## src/rtl/turn_controller_pkg.sv

```systemverilog
// Shared types and constants for turn_controller: FSM states, timer frequency codes
// and the width helper for the loading-pause counter.
package turn_ctrl_pkg;

  typedef enum logic [2:0] {
    IDLE,
    ARM,
    PLAY,
    LOAD,
    DONE
  } state_t;

  localparam logic [1:0] FREQ_SLOW = 2'b00;
  localparam logic [1:0] FREQ_FAST = 2'b11;
  localparam logic [1:0] FREQ_HOLD = 2'b01;

  // One spare bit above the minimum so LOAD_CYCLES-1 always fits (28 bits at 100M).
  function automatic int unsigned load_width(input int unsigned cycles);
    return $clog2(cycles) + 1;
  endfunction

endpackage

```

## src/rtl/turn_controller_load_timer.sv

```systemverilog
// load_timer: loadable down-counter that stops at zero and flags done.
// Times the post-timeout loading pause of turn_controller.
module load_timer #(
  parameter int unsigned WIDTH = 28
) (
  input  logic             clk,
  input  logic             i_rst,
  input  logic             i_load,
  input  logic [WIDTH-1:0] i_load_val,
  input  logic             i_en,
  output logic             o_done
);

  logic [WIDTH-1:0] r_count;

  // NOTE: sequential state uses non-blocking assignments so every flop samples pre-edge values.
  always_ff @(posedge clk or posedge i_rst) begin
    if (i_rst) begin
      r_count <= '0;
    end else if (i_load) begin
      r_count <= i_load_val;
    end else if (i_en && (r_count != '0)) begin
      r_count <= r_count - 1'b1;
    end
  end

  assign o_done = (r_count == '0);

endmodule

```

## src/rtl/turn_controller.sv

```systemverilog
// turn_controller: sequences the 30 s move timer for the subtract-square game.
// Optional macro STRIKE_LIMIT_EN adds per-player strike counting and a winner output.
module turn_controller
  import turn_ctrl_pkg::*;
#(
  parameter int unsigned ROUNDS_PER_SPEEDUP = 4,
  parameter int unsigned LOAD_CYCLES        = 100_000_000,
  parameter int unsigned GUARD_CYCLES       = 2
) (
  input  logic       clk,
  input  logic       reset_n,
  input  logic       start,
  input  logic       move_valid,
  input  logic       game_over_in,
  input  logic       time_up,
  output logic       timer_reset,
  output logic [1:0] timer_freq,
  output logic       player,
  output logic       loading,
  output logic       forfeit,
  output logic       fast_mode,
  output logic       game_done
`ifdef STRIKE_LIMIT_EN
  ,
  output logic       winner
`endif
);

  localparam int unsigned MC_W    = $clog2(ROUNDS_PER_SPEEDUP + 1);
  localparam int unsigned GUARD_W = $clog2(GUARD_CYCLES + 2);
  localparam int unsigned LOAD_W  = load_width(LOAD_CYCLES);

  localparam logic [MC_W-1:0]    MC_MAX     = MC_W'(ROUNDS_PER_SPEEDUP);
  localparam logic [GUARD_W-1:0] GUARD_INIT = GUARD_W'(GUARD_CYCLES);
  localparam logic [LOAD_W-1:0]  LOAD_INIT  = LOAD_W'(LOAD_CYCLES - 1);

  state_t             r_state;
  logic               r_player;
  logic               r_forfeit;
  logic               r_fast_mode;
  logic [MC_W-1:0]    r_move_cnt;
  logic [GUARD_W-1:0] r_guard;

  logic w_game_over_hit;
  logic w_timeout;
  logic w_third_strike;
  logic w_load_start;
  logic w_load_done;

`ifdef STRIKE_LIMIT_EN
  logic [1:0] r_strikes [2];
  logic       r_winner;

  assign w_third_strike = (r_strikes[r_player] == 2'd2);
  assign winner         = r_winner;
`else
  assign w_third_strike = 1'b0;
`endif

  // game_over_in only matters while a turn is live or pausing; it outranks start.
  assign w_game_over_hit = game_over_in && ((r_state == PLAY) || (r_state == LOAD));
  assign w_timeout       = (r_state == PLAY) && time_up && (r_guard == '0)
                           && !move_valid && !start && !game_over_in;
  assign w_load_start    = w_timeout && !w_third_strike;

  load_timer #(
    .WIDTH(LOAD_W)
  ) u_load_timer (
    .clk       (clk),
    .i_rst     (reset_n),
    .i_load    (w_load_start),
    .i_load_val(LOAD_INIT),
    .i_en      (r_state == LOAD),
    .o_done    (w_load_done)
  );

  always_ff @(posedge clk or posedge reset_n) begin
    if (reset_n) begin
      r_state     <= IDLE;
      r_player    <= 1'b0;
      r_forfeit   <= 1'b0;
      r_fast_mode <= 1'b0;
      r_move_cnt  <= '0;
      r_guard     <= '0;
`ifdef STRIKE_LIMIT_EN
      r_strikes[0] <= '0;
      r_strikes[1] <= '0;
      r_winner     <= 1'b0;
`endif
    end else begin
      r_forfeit <= 1'b0;
      if (w_game_over_hit) begin
        r_state <= DONE;
`ifdef STRIKE_LIMIT_EN
        r_winner <= ~r_player;
`endif
      end else if (start) begin
        r_state     <= ARM;
        r_player    <= 1'b0;
        r_fast_mode <= 1'b0;
        r_move_cnt  <= '0;
`ifdef STRIKE_LIMIT_EN
        r_strikes[0] <= '0;
        r_strikes[1] <= '0;
`endif
      end else begin
        case (r_state)
          ARM: begin
            r_guard <= GUARD_INIT;
            r_state <= PLAY;
          end
          PLAY: begin
            if (r_guard != '0) r_guard <= r_guard - 1'b1;
            if (move_valid) begin
              r_player <= ~r_player;
              if (r_move_cnt != MC_MAX) r_move_cnt <= r_move_cnt + 1'b1;
              if (32'(r_move_cnt) + 32'd1 >= ROUNDS_PER_SPEEDUP) r_fast_mode <= 1'b1;
              r_state <= ARM;
            end else if (time_up && (r_guard == '0)) begin
              r_forfeit <= 1'b1;
              r_player  <= ~r_player;
              r_state   <= w_third_strike ? DONE : LOAD;
`ifdef STRIKE_LIMIT_EN
              if (r_strikes[r_player] != 2'd3) r_strikes[r_player] <= r_strikes[r_player] + 2'd1;
              if (w_third_strike) r_winner <= ~r_player;
`endif
            end
          end
          LOAD: begin
            if (w_load_done) r_state <= ARM;
          end
          default: ;
        endcase
      end
    end
  end

  assign timer_reset = (r_state != PLAY);
  assign timer_freq  = (r_state == PLAY) ? (r_fast_mode ? FREQ_FAST : FREQ_SLOW) : FREQ_HOLD;
  assign loading     = (r_state == LOAD);
  assign game_done   = (r_state == DONE);
  assign player      = r_player;
  assign forfeit     = r_forfeit;
  assign fast_mode   = r_fast_mode;

endmodule
```

## config.mk

```make
export PLATFORM = sky130hd
export DESIGN_NAME = turn_controller
export DESIGN_NICKNAME = d
export VERILOG_FILES = /design/src/rtl/turn_controller_pkg.sv /design/src/rtl/turn_controller_load_timer.sv /design/src/rtl/turn_controller.sv
export SDC_FILE = /design/constraint.sdc
export NUM_CORES = 1
export LEC_CHECK = 0
export BUFFER_PORTS_ARGS = -buffer_cell sky130_fd_sc_hd__buf_2
export CAP_MARGIN = 20
export CORE_ASPECT_RATIO = 1.4
export CORE_MARGIN = 10
export CORE_UTILIZATION = 30
export CTS_CLUSTER_SIZE = 12
export DETAILED_ROUTE_END_ITERATION = 8
export PLACE_DENSITY = 0.48
export SLEW_MARGIN = 5
export SYNTH_ARGS = -nofsm -noshare
export SYNTH_HDL_FRONTEND = slang
export SYNTH_SLANG_ARGS = --single-unit
export TNS_END_PERCENT = 30
```

## constraint.sdc

```tcl
create_clock -name clk -period 2.7 [get_ports clk]
set_input_delay 0 -clock clk [delete_from_list [all_inputs] [get_ports clk]]
set_output_delay 0 -clock clk [all_outputs]
set_load 0.02 [all_outputs]
```

==> Word-level counts from Yosys, hierarchy flattened <==
Cells that the tools add are included.
{ "word_totals": {"ff_bits": 39, "in_bits": 6, "out_inout_bits": 8, "elab_cells": 82} }
{ "op_classes": {"addsub": 4, "order_cmp": 1, "eq_ne": 9, "mux": 29, "bitwise": 3, "reduce_logical": 29} }
{ "op_table": {"columns": ["cell", "n"], "rows": [
  ["28-bit 2-to-1 mux", 2],
  ["28-bit logical NOT", 1],
  ["28-bit nonzero test", 1],
  ["28-bit by 1-bit subtractor with 28-bit output, second input constant", 1],
  ["3-bit 2-to-1 mux", 9],
  ["2-bit nonzero test", 7],
  ["1-bit 2-to-1 mux", 13],
  ["4-bit AND reduction", 3],
  ["3-bit case mux with 3 select lines", 1],
  ["1-bit logical AND", 8],
  ["3-bit by 2-bit equality test with 1-bit output, second input constant", 2],
  ["2-bit 2-to-1 mux", 3],
  ["3-bit AND reduction", 2],
  ["5-bit by 4-bit inequality test with 1-bit output, second input constant", 1],
  ["5-bit nonzero test", 1],
  ["3-bit by 1-bit adder with 4-bit output, second input constant", 1],
  ["4-bit by 3-bit greater-or-equal comparator with 1-bit output, second input constant", 1],
  ["4-bit inequality test, second input constant", 1],
  ["2-bit case mux with 2 select lines", 1],
  ["3-bit by 1-bit adder with 3-bit output, second input constant", 1],
  ["3-bit by 1-bit equality test with 1-bit output, second input constant", 1],
  ["3-bit equality test, second input constant", 1],
  ["1-bit logical NOT", 3],
  ["3-bit by 2-bit inequality test with 1-bit output, second input constant", 1],
  ["7 further kinds", 9]
]} }

==> Logic depth before layout (Yosys ltp) <==
Gate-level depths: netlist of the first run.
{ "depth": {"word_depth": 7, "ltp_mapped": 9, "mapped_depth_nobuf": 7} }

==> Hierarchy <==
A second synthesis of the first run with hierarchy kept.
{ "unflattened": {"cells_unflattened": 306, "area_unflattened_um2": 2742.6} }
{ "by_module_without_submodules": {"columns": ["mod", "instances", "cells_per_inst", "area_per_inst_um2", "seq_area_each_um2"], "rows": [
  ["load_timer", 1, 223, 1993.2, 700.7],
  ["turn_controller", 1, 83, 749.5, 275.3]
]} }

==> Worst setup path after synthesis of the first run <==
Ideal clock, no wire load.
{ "synth_timing": {"path_kind": "register -> register", "from": "register u_load_timer.r_count[0]", "to": "register u_load_timer.r_count[0]", "setup_time_ns": 0.134, "arrival_time_ns": 2.420, "required_ns": 2.566, "path_slack_ns": 0.146, "path_stages_with_launch": 10, "path_buffers": 2, "period_less_slack_ns": 2.554, "cell_sequence": "dfrtp_1 inv_1 ha_1 or4b_2 or4_1 o21ai_1 clkbuf_1 buf_2 xnor2_1 nand2_1"} }
{ "synth_between": {"elab_chain_len": 3, "elab_cells_between_ends": 6, "cone_classes": "1 x add/sub; 2 x mux; 3 x reduce/logical"} }
{ "synth_rtl": {"columns": ["element", "line_no", "source"], "rows": [
  ["start: declaration", "turn_controller_load_timer.sv:14", "logic [WIDTH-1:0] r_count;"],
  ["start signal: assignment", "turn_controller_load_timer.sv:21", "r_count <= i_load_val;"],
  ["start signal: assignment", "turn_controller_load_timer.sv:23", "r_count <= r_count - 1'b1;"],
  ["28-bit by 1-bit subtractor with 28-bit output or 28-bit nonzero test (tied branches)", "turn_controller_load_timer.sv:23, turn_controller_load_timer.sv:22", null],
  ["28-bit 2-to-1 mux or 1-bit logical AND (tied branches)", "turn_controller_load_timer.sv:22", "end else if (i_en && (r_count != '0)) begin"],
  ["28-bit 2-to-1 mux or 2-bit nonzero test (tied branches)", null, null]
]} }
Parallel ways exist; a longest one is shown, timed or not. The select of a mux whose other input is x is not followed.
A chain may end at the register's enable or synchronous reset.

==> Final worst setup path of the first run <==
{ "layout_timing": {"from": "register u_load_timer.r_count[10]", "to": "register u_load_timer.r_count[25]"} }
The elaborated chain is that of the path after synthesis.

==> results of run 1 <==
==> where the power goes <==
group          switching, mW  total (mW)  internal, mW
logic                  0.271       0.479         0.208
clock network          0.201       0.383         0.181
registers             0.0970       0.776         0.679
==> path summary, 6_finish.rpt <==
check	start	slack (ns)	end
worst min-delay path	time_up	0.11	r_state[0]
worst max-delay path	u_load_timer.r_count[10]	0.20	u_load_timer.r_count[25]
min in group asynchronous	reset_n	0.29	r_move_cnt[1]
max in group asynchronous	reset_n	1.64	u_load_timer.r_count[12]
worst max register to register	u_load_timer.r_count[10]	0.20	u_load_timer.r_count[25]
worst min register to register	u_load_timer.r_count[6]	0.47	u_load_timer.r_count[6]
==> logic make-up (layout without fill, tap and decap cells) <==
| logic type | count (synthesis) | after routing | share of synthesized area, % |
|---|---|---|---|
| and+or+nand+nor | 101 | 101 | 27.76 |
| muxes | 7 | 7 | 3.367 |
| DFF | 39 | 39 | 46.07 |
| adders and majority gates | 5 | 5 | 2.953 |
| AOI/OAI and AO/OA | 47 | 47 | 15.06 |
| buffers and inverters | 22 | 42 | 4.371 |
| xor gates and xnor gates | 1 | 1 | 0.4135 |
==> metal layers <==
| metal | up-vias | track usage [%] |
|---|---|---|
| li1 | 877 | - |
| met1 | 813 | 9.816 |
| met2 | 17 | 15.93 |
| met3 | 6 | 2.388 |
| met4 | 0 | 4.224 |
| met5 | - | 0 |
==> Yosys cell counts, drive strengths merged, types with 2 or more instances <==
| cell type | count |
|---|---|
| or4b | 2 |
| clkbuf | 8 |
| buf | 3 |
| or2 | 4 |
| a21oi | 5 |
| ha | 5 |
| nor4 | 6 |
| o311ai | 2 |
| nand2b | 4 |
| nor3 | 5 |
| inv | 11 |
| a22o | 2 |
| or4 | 18 |
| dfrtp | 39 |
| nand3 | 15 |
| o211ai | 3 |
| nor2 | 13 |
| nand2 | 11 |
| o41ai | 2 |
| o31ai | 8 |
| and2 | 4 |
| mux2i | 6 |
| a211oi | 2 |
| o21a | 2 |
| or3 | 14 |
| o21ai | 14 |
==> metrics by stage <==
step | util, % | area [um^2] | hold slack (ns) | setup slack [ns] | power [mW]
6_report | 35.01 | 2429 | 0.1145 | 0.1962 | 1.638
5_1_grt | 35.01 | 2429 | 0.1671 | 0.06566 | 1.778
4_1_cts | 35.01 | 2429 | 0.1073 | 0.1937 | 1.673
3_5_place_dp | 33.55 | 2327 | 0.08533 | 0.2103 | 1.272
3_3_place_gp | 33.55 | 2327 | 0.07371 | 0.2275 | 1.265
2_1_floorplan | - | 2118 | 0.2051 | 0.1459 | 1.110
==> worst min-delay path, stage by stage <==
cell,delay [ns]
buf_2,0.10
nand2_1,0.05
nand3_1,0.06
a211oi_1,0.07
nor2_1,0.09
==> what timing repair did <==
| action | CTS | global route |
|---|---|---|
| hold endpoints to repair | 15 | 0 |
| setup endpoints to repair | 0 | 0 |
| hold buffers | 2 | 0 |
==> area by class of cell <==
cell class	instances	area (um^2)	area share [%]
clock inverters	1	5.005	0.2061
inverters	11	41.29	1.700
repair buffers	23	157.7	6.491
well taps	95	118.9	4.894
clock buffers	7	76.32	3.143
multi-input cells	161	1054	43.38
flip-flops and latches	39	975.9	40.19
==> state kept, by name (all words and copies together), names as in the netlist <==
register	cells
u_load_timer.r_count	28
r_move_cnt	3
r_state	3
r_guard	2
fast_mode	1
forfeit	1
player	1
==> flow_metrics.py, run 1 <==
metrics = {
    "synth": {
        "ys_ff_latch": 39,
        "synth_edf_count": 0,
        "synth_cells": 222,
        "synthArstFlopShare_pct": 100.0,
        "synthesis.area_um2": 2118,
        "ys_seq_area_share_pct": 46.07,
        "ys_warn_count": 0,
        "synth-main-ff-cell": "dfrtp_1",
        "synth.distinct_cells": 43,
        "synth.avg_cell_area_um2": 9.542,
        "netlist.area_leader.share_pct": 46.07,
        "synth_top_area_cell": "dfrtp_1",
        "synth_nets": 233,
        "synth_area_leaders": "dfrtp_1 (46%), or4_1 (5.7%), or3_1 (4.1%)",
    },
    "detailed_routing": {
        "wl_met1_mm": 1.958,
        "dr_wl_met3_um": 162,
        "dr.pass1.iters": 4,
        "drt_wl_total_mm": 4.629,
        "vias_per_cell": 5.083,
        "route.top_layer_used": "met4",
        "dr_total_vias": 1713,
        "met2WireLength_mm": 2.422,
        "detail-route-antenna-nets": 0,
        "wl_per_cell_um": 13.74,
        "drcViolationCount": 0,
        "drtIter0Drc": 76,
    },
    "placed_design": {
        "place_hpwl_mm": 3.316,
        "dp_cells": 327,
        "gp_congestion": 0.7322,
        "io_buffers": 13,
    },
    "floorplanning": {
        "dieArea_um2": 10870,
        "start_util_pct": 30.54,
        "num_io_pins": 14,
        "rows": 36,
        "die_w_um": 91.02,
        "core_area_um2": 6937,
        "die_h_um": 119.4,
    },
    "global_routing": {
        "antenna_found_initial": 0,
        "grt_max_degree": 27,
        "grt_pass1_vias": 1695,
        "gr-total-overflow": 0,
        "grt_usage_pct": 9.039,
        "grt_pass1_wl_mm": 8.128,
    },
    "clock_tree": {
        "tritoncts": "yes",
        "clock_sinks": 39,
        "htree_levels": 2,
        "cts-root-buf": "clkbuf_8",
        "cts_buffers": 5,
        "cts_resized": 0,
        "cts_max_path_buffers": 2,
        "post-cts-setup-buffers": 0,
        "insertion_delay_ns": 0.29,
        "path_clk_slew_ns": 0.07,
    },
    "worst_setup_path": {
        "cp_slowest_stage_delay_ns": 0.52,
        "cp-end-kind": "flop",
        "start_kind": "flop",
        "worstSetupPathType": "flop to flop",
        "crit_path_cell_trace": "or4_4 > or4_4 > or4_1 > or3_1 > a21oi_1",
        "crit_top_cell": "or4_4",
        "critical_path_cell_count": 5,
        "crit_slowest_cell": "or4_4",
        "critPathArrivalTime_ns": 2.72,
        "worstPathBufferInverterCount": 0,
        "crit_required_ns": 2.92,
        "reg2reg_depth": 5,
        "cp_top_family": "simple AND/OR/NAND/NOR gates",
        "critPathMaxFanout": 8,
    },
    "timing": {
        "setup-tns-final_ns": 0,
        "hold_viol": 0,
        "layout_min_cycle_time_ns": 2.504,
        "skew_ns": 0.008052,
        "setup_violations": 0,
        "slew_headroom_pct": 63.03,
        "slew_viol_final": 0,
        "max_slew.worst_pin.slew_ns": 0.5540,
        "fin_crit_sh_pct": 92.73,
        "rsz0062_at_grt": "no",
        "max_freq_mhz": 399.4,
    },
    "final_layout": {
        "layout-drive-gt1-share_pct": 16.12,
        "diodes": 0,
        "nNetsFinal": 252,
        "final_cell_mix": "dfrtp_1 (39), or4_1 (16), nand3_1 (15)",
        "synthToLayoutAreaGrowth_pct": 14.65,
        "fill_cells": 749,
        "layout_commonest_cell": "dfrtp_1",
        "fin_cells": 337,
    },
    "run": {
        "drv_cap": 0,
    },
    "worst_hold_path": {
        "hold_path.class": "primary input to flop",
        "hold_depth": 5,
    },
    "power_and_ir_drop": {
        "irDropWorstVdd_mv": 0.1837,
        "p_leak_nw": 0.8939,
        "power_density_nw_per_um2": 674.3,
    },
    "status": {
        "outcome": "complete, no violations",
    },
}
Power figures use the tool's default switching activity.
==> run 2: changes to the inputs <==
--- a/config.mk
+++ b/config.mk
@@ -5,6 +5,7 @@
 export SDC_FILE = /design/constraint.sdc
 export NUM_CORES = 1
 export LEC_CHECK = 0
+export ABC_AREA = 1
 export BUFFER_PORTS_ARGS = -buffer_cell sky130_fd_sc_hd__buf_2
 export CAP_MARGIN = 20
 export CORE_ASPECT_RATIO = 1.4
@@ -12,7 +13,7 @@
 export CORE_UTILIZATION = 30
 export CTS_CLUSTER_SIZE = 12
 export DETAILED_ROUTE_END_ITERATION = 8
-export PLACE_DENSITY = 0.48
+export PLACE_DENSITY = 0.47
 export SLEW_MARGIN = 5
 export SYNTH_ARGS = -nofsm -noshare
 export SYNTH_HDL_FRONTEND = slang
==> run 2 against run 1 <==
- flip-flop and latch count stayed put
- register-to-register slack improved by 0.50 ns
- combinational power rose by 130%
- wire length increased by 60%
- cell count up 52%
- design area increased by 27%
- first-iteration DRC count grew 55%
- setup slack improved by 0.50 ns
- synthesized area grew 29%
- sequential share of layout area down 8.5 points
- global-route usage is 2.7 points higher
- via count increased by 46%
- critical path type unchanged
==> flow_metrics.py, run 2 <==
metrics = {
    "status": {
        "outcome": "complete, no violations",
    },
    "worst_setup_path": {
        "crit_required_ns": 2.88,
        "cp-end-kind": "flop",
        "critPathMaxFanout": 8,
        "critPathArrivalTime_ns": 2.19,
        "worstSetupPathType": "flop to flop",
        "start_kind": "flop",
    },
    "synth": {
        "synth.avg_cell_area_um2": 7.114,
        "synth.distinct_cells": 29,
        "synthesis.area_um2": 2739,
        "synth_nets": 396,
        "synth-main-ff-cell": "dfrtp_1",
        "synth_area_leaders": "dfrtp_1 (36%), nand2_1 (13%), nand3_1 (7.7%)",
        "synthTopCellsByCount": "nand2_1 (97), inv_1 (50), nor2_1 (50), nand3_1 (42), dfrtp_1 (39)",
        "synth_most_common_cell": "nand2_1",
        "synth_cells": 385,
        "synthArstFlopShare_pct": 100.0,
        "netlist.area_leader.share_pct": 35.63,
        "synth_top_area_cell": "dfrtp_1",
        "ys_ff_latch": 39,
        "ys_seq_area_share_pct": 35.63,
        "synth_edf_count": 0,
        "ys_warn_count": 0,
    },
    "detailed_routing": {
        "vias_per_cell": 4.893,
        "wl_per_cell_um": 14.46,
        "dr.pass1.iters": 4,
        "dr_total_vias": 2505,
        "drt_wl_total_mm": 7.403,
        "drcViolationCount": 0,
        "detail-route-antenna-nets": 0,
        "drtIter0Drc": 118,
    },
    "timing": {
        "fin_crit_sh_pct": 74.36,
        "hold_viol": 0,
        "max_freq_mhz": 498.1,
        "setup_violations": 0,
        "rsz0062_at_grt": "no",
        "slew_viol_final": 0,
        "max_slew.worst_pin.slew_ns": 0.4938,
        "slew_headroom_pct": 66.88,
        "layout_min_cycle_time_ns": 2.008,
        "setup-tns-final_ns": 0,
        "fin_ws_ns": 0.6923,
        "skew_ns": 0.005182,
    },
    "placed_design": {
        "pre_cts_ws_ns": 0.7080,
        "gp_congestion": 0.8730,
        "place_hpwl_mm": 5.828,
        "io_buffers": 13,
    },
    "global_routing": {
        "antenna_found_initial": 0,
        "grt_pass1_wl_mm": 12.64,
        "gr-total-overflow": 0,
        "grt_pass1_vias": 2526,
        "grt_usage_pct": 11.73,
        "grt_max_degree": 20,
    },
    "final_layout": {
        "largest_register_ffs": 28,
        "diodes": 0,
        "largest-register": "u_load_timer.r_count",
        "top_regs": "u_load_timer.r_count x28, r_move_cnt x3, r_state x3",
        "synthToLayoutAreaGrowth_pct": 12.61,
        "layout-drive-gt1-share_pct": 15.06,
        "layout_commonest_cell": "nand2_1",
        "final_cell_mix": "nand2_1 (97), nor2_1 (50), inv_1 (49)",
        "nNetsFinal": 415,
        "fill_cells": 927,
    },
    "power_and_ir_drop": {
        "power_density_nw_per_um2": 826.8,
        "p_sw_share_pct": 45.00,
        "p_comb_share_pct": 42.7,
        "clkPwrFrac_pct": 23.4,
        "irDropWorstVdd_mv": 0.3918,
        "p_seq_share_pct": 33.9,
        "p_leak_nw": 1.516,
        "p_sw_mw": 1.148,
        "internal_power_mw": 1.403,
    },
    "clock_tree": {
        "cts-root-buf": "clkbuf_16",
        "cts_buffers": 5,
        "cts_max_path_buffers": 2,
        "path_clk_slew_ns": 0.06,
        "insertion_delay_ns": 0.29,
        "tritoncts": "yes",
        "htree_levels": 2,
        "clock_sinks": 39,
        "post-cts-setup-buffers": 0,
    },
    "floorplanning": {
        "die_h_um": 133.1,
        "dieArea_um2": 13410,
        "num_io_pins": 14,
        "start_util_pct": 30.51,
        "rows": 41,
        "die_w_um": 100.8,
        "core_area_um2": 8977,
    },
    "worst_hold_path": {
        "hold_path.class": "primary input to flop",
    },
    "run": {
        "drv_cap": 0,
    },
}
## run 2: path summary, 6_finish.rpt
| kind | start | endpoint | slack [ns] | depth (start not counted) |
|---|---|---|---|---|
| worst max-delay path | u_load_timer.r_count[0] | u_load_timer.r_count[26] | 0.69 | 9 |
| worst min-delay path | start | r_move_cnt[2] | 0.05 | 4 |
| worst max register to register | u_load_timer.r_count[0] | u_load_timer.r_count[26] | 0.69 | 9 |
| worst min register to register | u_load_timer.r_count[1] | u_load_timer.r_count[1] | 0.50 | 2 |
| max in group asynchronous | reset_n | r_move_cnt[0] | 1.95 | 4 |
| min in group asynchronous | reset_n | u_load_timer.r_count[2] | 0.22 | 3 |
## run 2: cell families (layout without fill, tap and decap cells)
kind of cell	count (synthesis)	count (layout)	share of synthesized area, %
AND/OR/NAND/NOR	237	237	42.21
AO/OA/AOI/OAI	42	42	9.228
buffers and inverters	56	76	8.725
flip-flops	39	39	35.63
adder cells (fa/ha/maj)	5	5	2.284
XOR/XNOR	6	6	1.919
## run 2: what timing repair did
item,4_1_cts,5_1_grt
endpoints found under the hold margin,26,0
resized for setup,0,0
hold buffers,1,0
## run 2: per-layer routing
| layer | wire length (um) | track usage (%) | up-vias |
|---|---|---|---|
| met3 | 258 | 2.345 | 14 |
| met2 | 4039 | 21.25 | 43 |
| met1 | 2895 | 12.52 | 1159 |
| li1 | - | - | 1289 |
| met5 | 0 | 0 | - |
| met4 | 210 | 5.118 | 0 |
## run 2: worst max-delay path, cell delays in order (launching register included)
cell     delay [ns]
dfrtp_1        0.39
inv_1          0.10
ha_1           0.28
nand2_1        0.17
nor2_2         0.36
nand2_1        0.18
o21ai_0        0.19
nand3_1        0.08
nand2_1        0.09
nand2_1        0.06
## run 2: stage by stage
| step | hold WS (ns) | power, mW | area (um^2) | cells | util [%] |
|---|---|---|---|---|---|
| after floorplan | 0.1520 | 1.714 | 2739 | 385 | - |
| after global placement | 0.1775 | 1.967 | 2902 | 502 | 32.32 |
| after detailed placement | -0.003120 | 1.977 | 2929 | 503 | 32.63 |
| after CTS | 0.04590 | 2.589 | 3084 | 512 | 34.36 |
| after global routing | 0.07589 | 2.775 | 3084 | 512 | 34.36 |
| final | 0.04670 | 2.550 | 3084 | 512 | 34.36 |
## run 2: power by group through the flow
stage / sequential (mW) / combinational [mW] / clock, mW
after floorplan: 0.857 / 0.857 / 0
after global placement: 0.872 / 1.09 / 0
after detailed placement: 0.873 / 1.10 / 0
after CTS: 0.865 / 1.11 / 0.616
after global routing: 0.887 / 1.24 / 0.644
final: 0.866 / 1.09 / 0.596
## run 2: cell type report
class / instances / area [um^2] / area share [%]
clock buffers: 5 / 125.1 / 4.057
clock inverters: 3 / 20.02 / 0.6491
inverters: 52 / 195.2 / 6.329
multi-input cells: 290 / 1524 / 49.41
flip-flops and latches: 39 / 975.9 / 31.64
well taps: 107 / 133.9 / 4.341
repair buffers: 16 / 110.1 / 3.570
==> run 3: changes to the inputs <==
--- a/config.mk
+++ b/config.mk
@@ -5,7 +5,7 @@
 export SDC_FILE = /design/constraint.sdc
 export NUM_CORES = 1
 export LEC_CHECK = 0
-export ABC_AREA = 1
+export ABC_AREA = 0
 export BUFFER_PORTS_ARGS = -buffer_cell sky130_fd_sc_hd__buf_2
 export CAP_MARGIN = 20
 export CORE_ASPECT_RATIO = 1.4
@@ -13,7 +13,7 @@
 export CORE_UTILIZATION = 30
 export CTS_CLUSTER_SIZE = 12
 export DETAILED_ROUTE_END_ITERATION = 8
-export PLACE_DENSITY = 0.47
+export PLACE_DENSITY = 0.48
 export SLEW_MARGIN = 5
 export SYNTH_ARGS = -nofsm -noshare
 export SYNTH_HDL_FRONTEND = slang
==> constraint.sdc (replaced) <==
create_clock -name clk -period 1.6 [get_ports clk]
set_input_delay 0 -clock clk [delete_from_list [all_inputs] [get_ports clk]]
set_output_delay 0 -clock clk [all_outputs]
set_load 0.02 [all_outputs]
==> run 3 against run 2 <==
- the run now ends with setup timing left
- cell count fell by 24%
- power grew 28%
- global-route usage decreased by 1.5 points
- clock skew is 0.0014 ns lower
- wire length is 25% lower
- register-to-register slack got worse by 1.5 ns
- non-clock buffer count increased by 61
- count of clock-buffer cells in the layout increased by 1
- sequential share of layout area grew 1.3 points
- die area shrank 19%
- via count decreased by 21%
- largest cell class unchanged
==> flow_metrics.py, run 3 (synthesis results as in run 1) <==
metrics = {
    "status": {
        "outcome": "finished with violations",
        "violations": "setup timing",
    },
    "global_routing": {
        "grt_max_degree": 40,
        "grt_pass1_vias": 1989,
        "gr-total-overflow": 0,
        "grt_usage_pct": 10.24,
        "grt_pass1_wl_mm": 9.328,
        "antenna_found_initial": 0,
    },
    "placed_design": {
        "gp_congestion": 0.7669,
        "place_area_um2": 2683,
        "io_buffers": 13,
        "place_hpwl_mm": 3.882,
        "pre_cts_ws_ns": -0.8196,
    },
    "detailed_routing": {
        "drtIter0Drc": 55,
        "vias_per_cell": 5.067,
        "dr_total_vias": 1971,
        "drt_wl_total_mm": 5.546,
        "drcViolationCount": 0,
        "wl_per_cell_um": 14.26,
        "detail-route-antenna-nets": 0,
        "dr.pass1.iters": 4,
    },
    "worst_setup_path": {
        "critPathMaxFanout": 2,
        "reg2reg_depth": 5,
        "crit_path_cell_trace": "or4_4 > or4_4 > or4_4 > or3_4 > a21oi_2",
        "worstSetupPathType": "flop to flop",
        "timing.rr.start": "u_load_timer.r_count[21]",
        "cp_top_family": "simple AND/OR/NAND/NOR gates",
        "crit_required_ns": 1.82,
        "cp-end-kind": "flop",
        "critPathArrivalTime_ns": 2.61,
        "crit_top_cell": "or4_4",
        "cp_slowest_stage_delay_ns": 0.53,
        "start_kind": "flop",
        "worstPathBufferInverterCount": 0,
        "rr_endpoint": "u_load_timer.r_count[25]",
        "crit_slowest_cell": "or4_4",
        "r2r_slack_ns": -0.79,
    },
    "final_layout": {
        "largest_register_ffs": 28,
        "top_regs": "u_load_timer.r_count x28, r_move_cnt x3, r_state x3",
        "diodes": 0,
        "synthToLayoutAreaGrowth_pct": 39.69,
        "fill_cells": 739,
        "multiInputGateArea_um2": 1170,
        "layout_commonest_cell": "buf_4",
        "seqCellArea_um2": 975.9,
        "postLayoutCellArea_um2": 2959,
        "nNetsFinal": 306,
        "largest-register": "u_load_timer.r_count",
        "layout-drive-gt1-share_pct": 39.46,
        "final_cell_mix": "buf_4 (57), dfrtp_1 (39), nand3_1 (15)",
    },
    "floorplanning": {
        "core_area_um2": 6937,
        "start_util_pct": 30.54,
        "dieArea_um2": 10870,
        "die_w_um": 91.02,
        "rows": 36,
        "die_h_um": 119.4,
        "num_io_pins": 14,
    },
    "timing": {
        "fin_crit_sh_pct": 149.3,
        "setup_violations": 29,
        "rsz0062_at_grt": "yes",
        "slew_headroom_pct": 66.01,
        "max_freq_mhz": 418.7,
        "fin_ws_ns": -0.7885,
        "skew_ns": 0.003767,
        "max_slew.worst_pin.slew_ns": 0.5099,
        "slew_viol_final": 0,
        "hold_viol": 0,
        "layout_min_cycle_time_ns": 2.388,
    },
    "clock_tree": {
        "cts-root-buf": "clkbuf_8",
        "clock_sinks": 39,
        "path_clk_slew_ns": 0.07,
        "tritoncts": "yes",
        "cts_max_path_buffers": 2,
        "insertion_delay_ns": 0.29,
        "cts_buffers": 5,
        "htree_levels": 2,
    },
    "worst_hold_path": {
        "hold_end": "r_state[1]",
        "hold_path.class": "primary input to flop",
        "hold_depth": 3,
        "worstHoldStart": "start",
    },
    "power_and_ir_drop": {
        "power_density_nw_per_um2": 1102,
        "p_leak_nw": 1.175,
        "irDropWorstVdd_mv": 0.3687,
    },
    "run": {
        "drv_cap": 0,
    },
}
run 3: cell count changes in the layout (fill, tap and decap cells not counted), sizes merged, moves of 28 or more:
cell	previous run	this run
nand2	104	11
buf	15	76
nor2	67	13
inv	51	11
nand3	43	15
run 3: worst max path at each step:
stage,start,to,slack (ns),cells past startpoint
5_1_grt,u_load_timer.r_count[21],u_load_timer.r_count[25],-0.84,5
2_1_floorplan,u_load_timer.r_count[21],u_load_timer.r_count[25],-0.91,6
3_3_place_gp,u_load_timer.r_count[21],u_load_timer.r_count[25],-0.81,5
6_report,u_load_timer.r_count[21],u_load_timer.r_count[25],-0.79,5
3_5_place_dp,u_load_timer.r_count[21],u_load_timer.r_count[25],-0.82,5
4_1_cts,u_load_timer.r_count[21],u_load_timer.r_count[25],-0.83,5
run 3: metrics by stage:
step	total power [mW]	instances	util [%]	setup TNS [ns]	hold slack, ns
6_report	3.261	389	42.66	-19.88	0.06964
5_1_grt	3.531	389	42.66	-22.45	0.09155
4_1_cts	3.229	385	41.02	-20.40	0.05465
3_5_place_dp	2.477	376	38.67	-22.27	0.1567
3_3_place_gp	2.459	376	38.67	-21.89	0.1565
2_1_floorplan	1.882	222	-	-22.82	0.2051
run 3: layout make-up:
type | count | share of cell area [%]
clock buffers | 6 | 2.452
inverters | 11 | 1.395
multi-input cells | 161 | 39.53
flip-flops and latches | 39 | 32.98
well taps | 95 | 4.017
repair buffers | 77 | 19.62
run 3: metal layers:
layer	track usage, %	wire length (um)
met5	0	0
met4	3.438	97
met3	2.766	161
met2	18.27	2863
met1	11.42	2423
run 3: worst min-delay path, stage by stage:
cell and delay [ns]:
buf_2 0.09, buf_4 0.17, nor2_1 0.06
run 3: what timing repair did:
| action | 4_1_cts | 5_1_grt |
|---|---|---|
| resized for setup | 20 | 25 |
| setup endpoints to repair | 34 | 38 |
| gates cloned | 1 | 2 |
| hold buffers | 1 | 0 |
| pin swaps | 2 | 4 |
| setup buffers | 1 | 2 |
| hold endpoints to repair | 39 | 0 |
run 3: power breakdown:
part | internal, mW | switching [mW]
clock network | 0.291 | 0.328
logic | 0.719 | 0.671
registers | 1.15 | 0.107
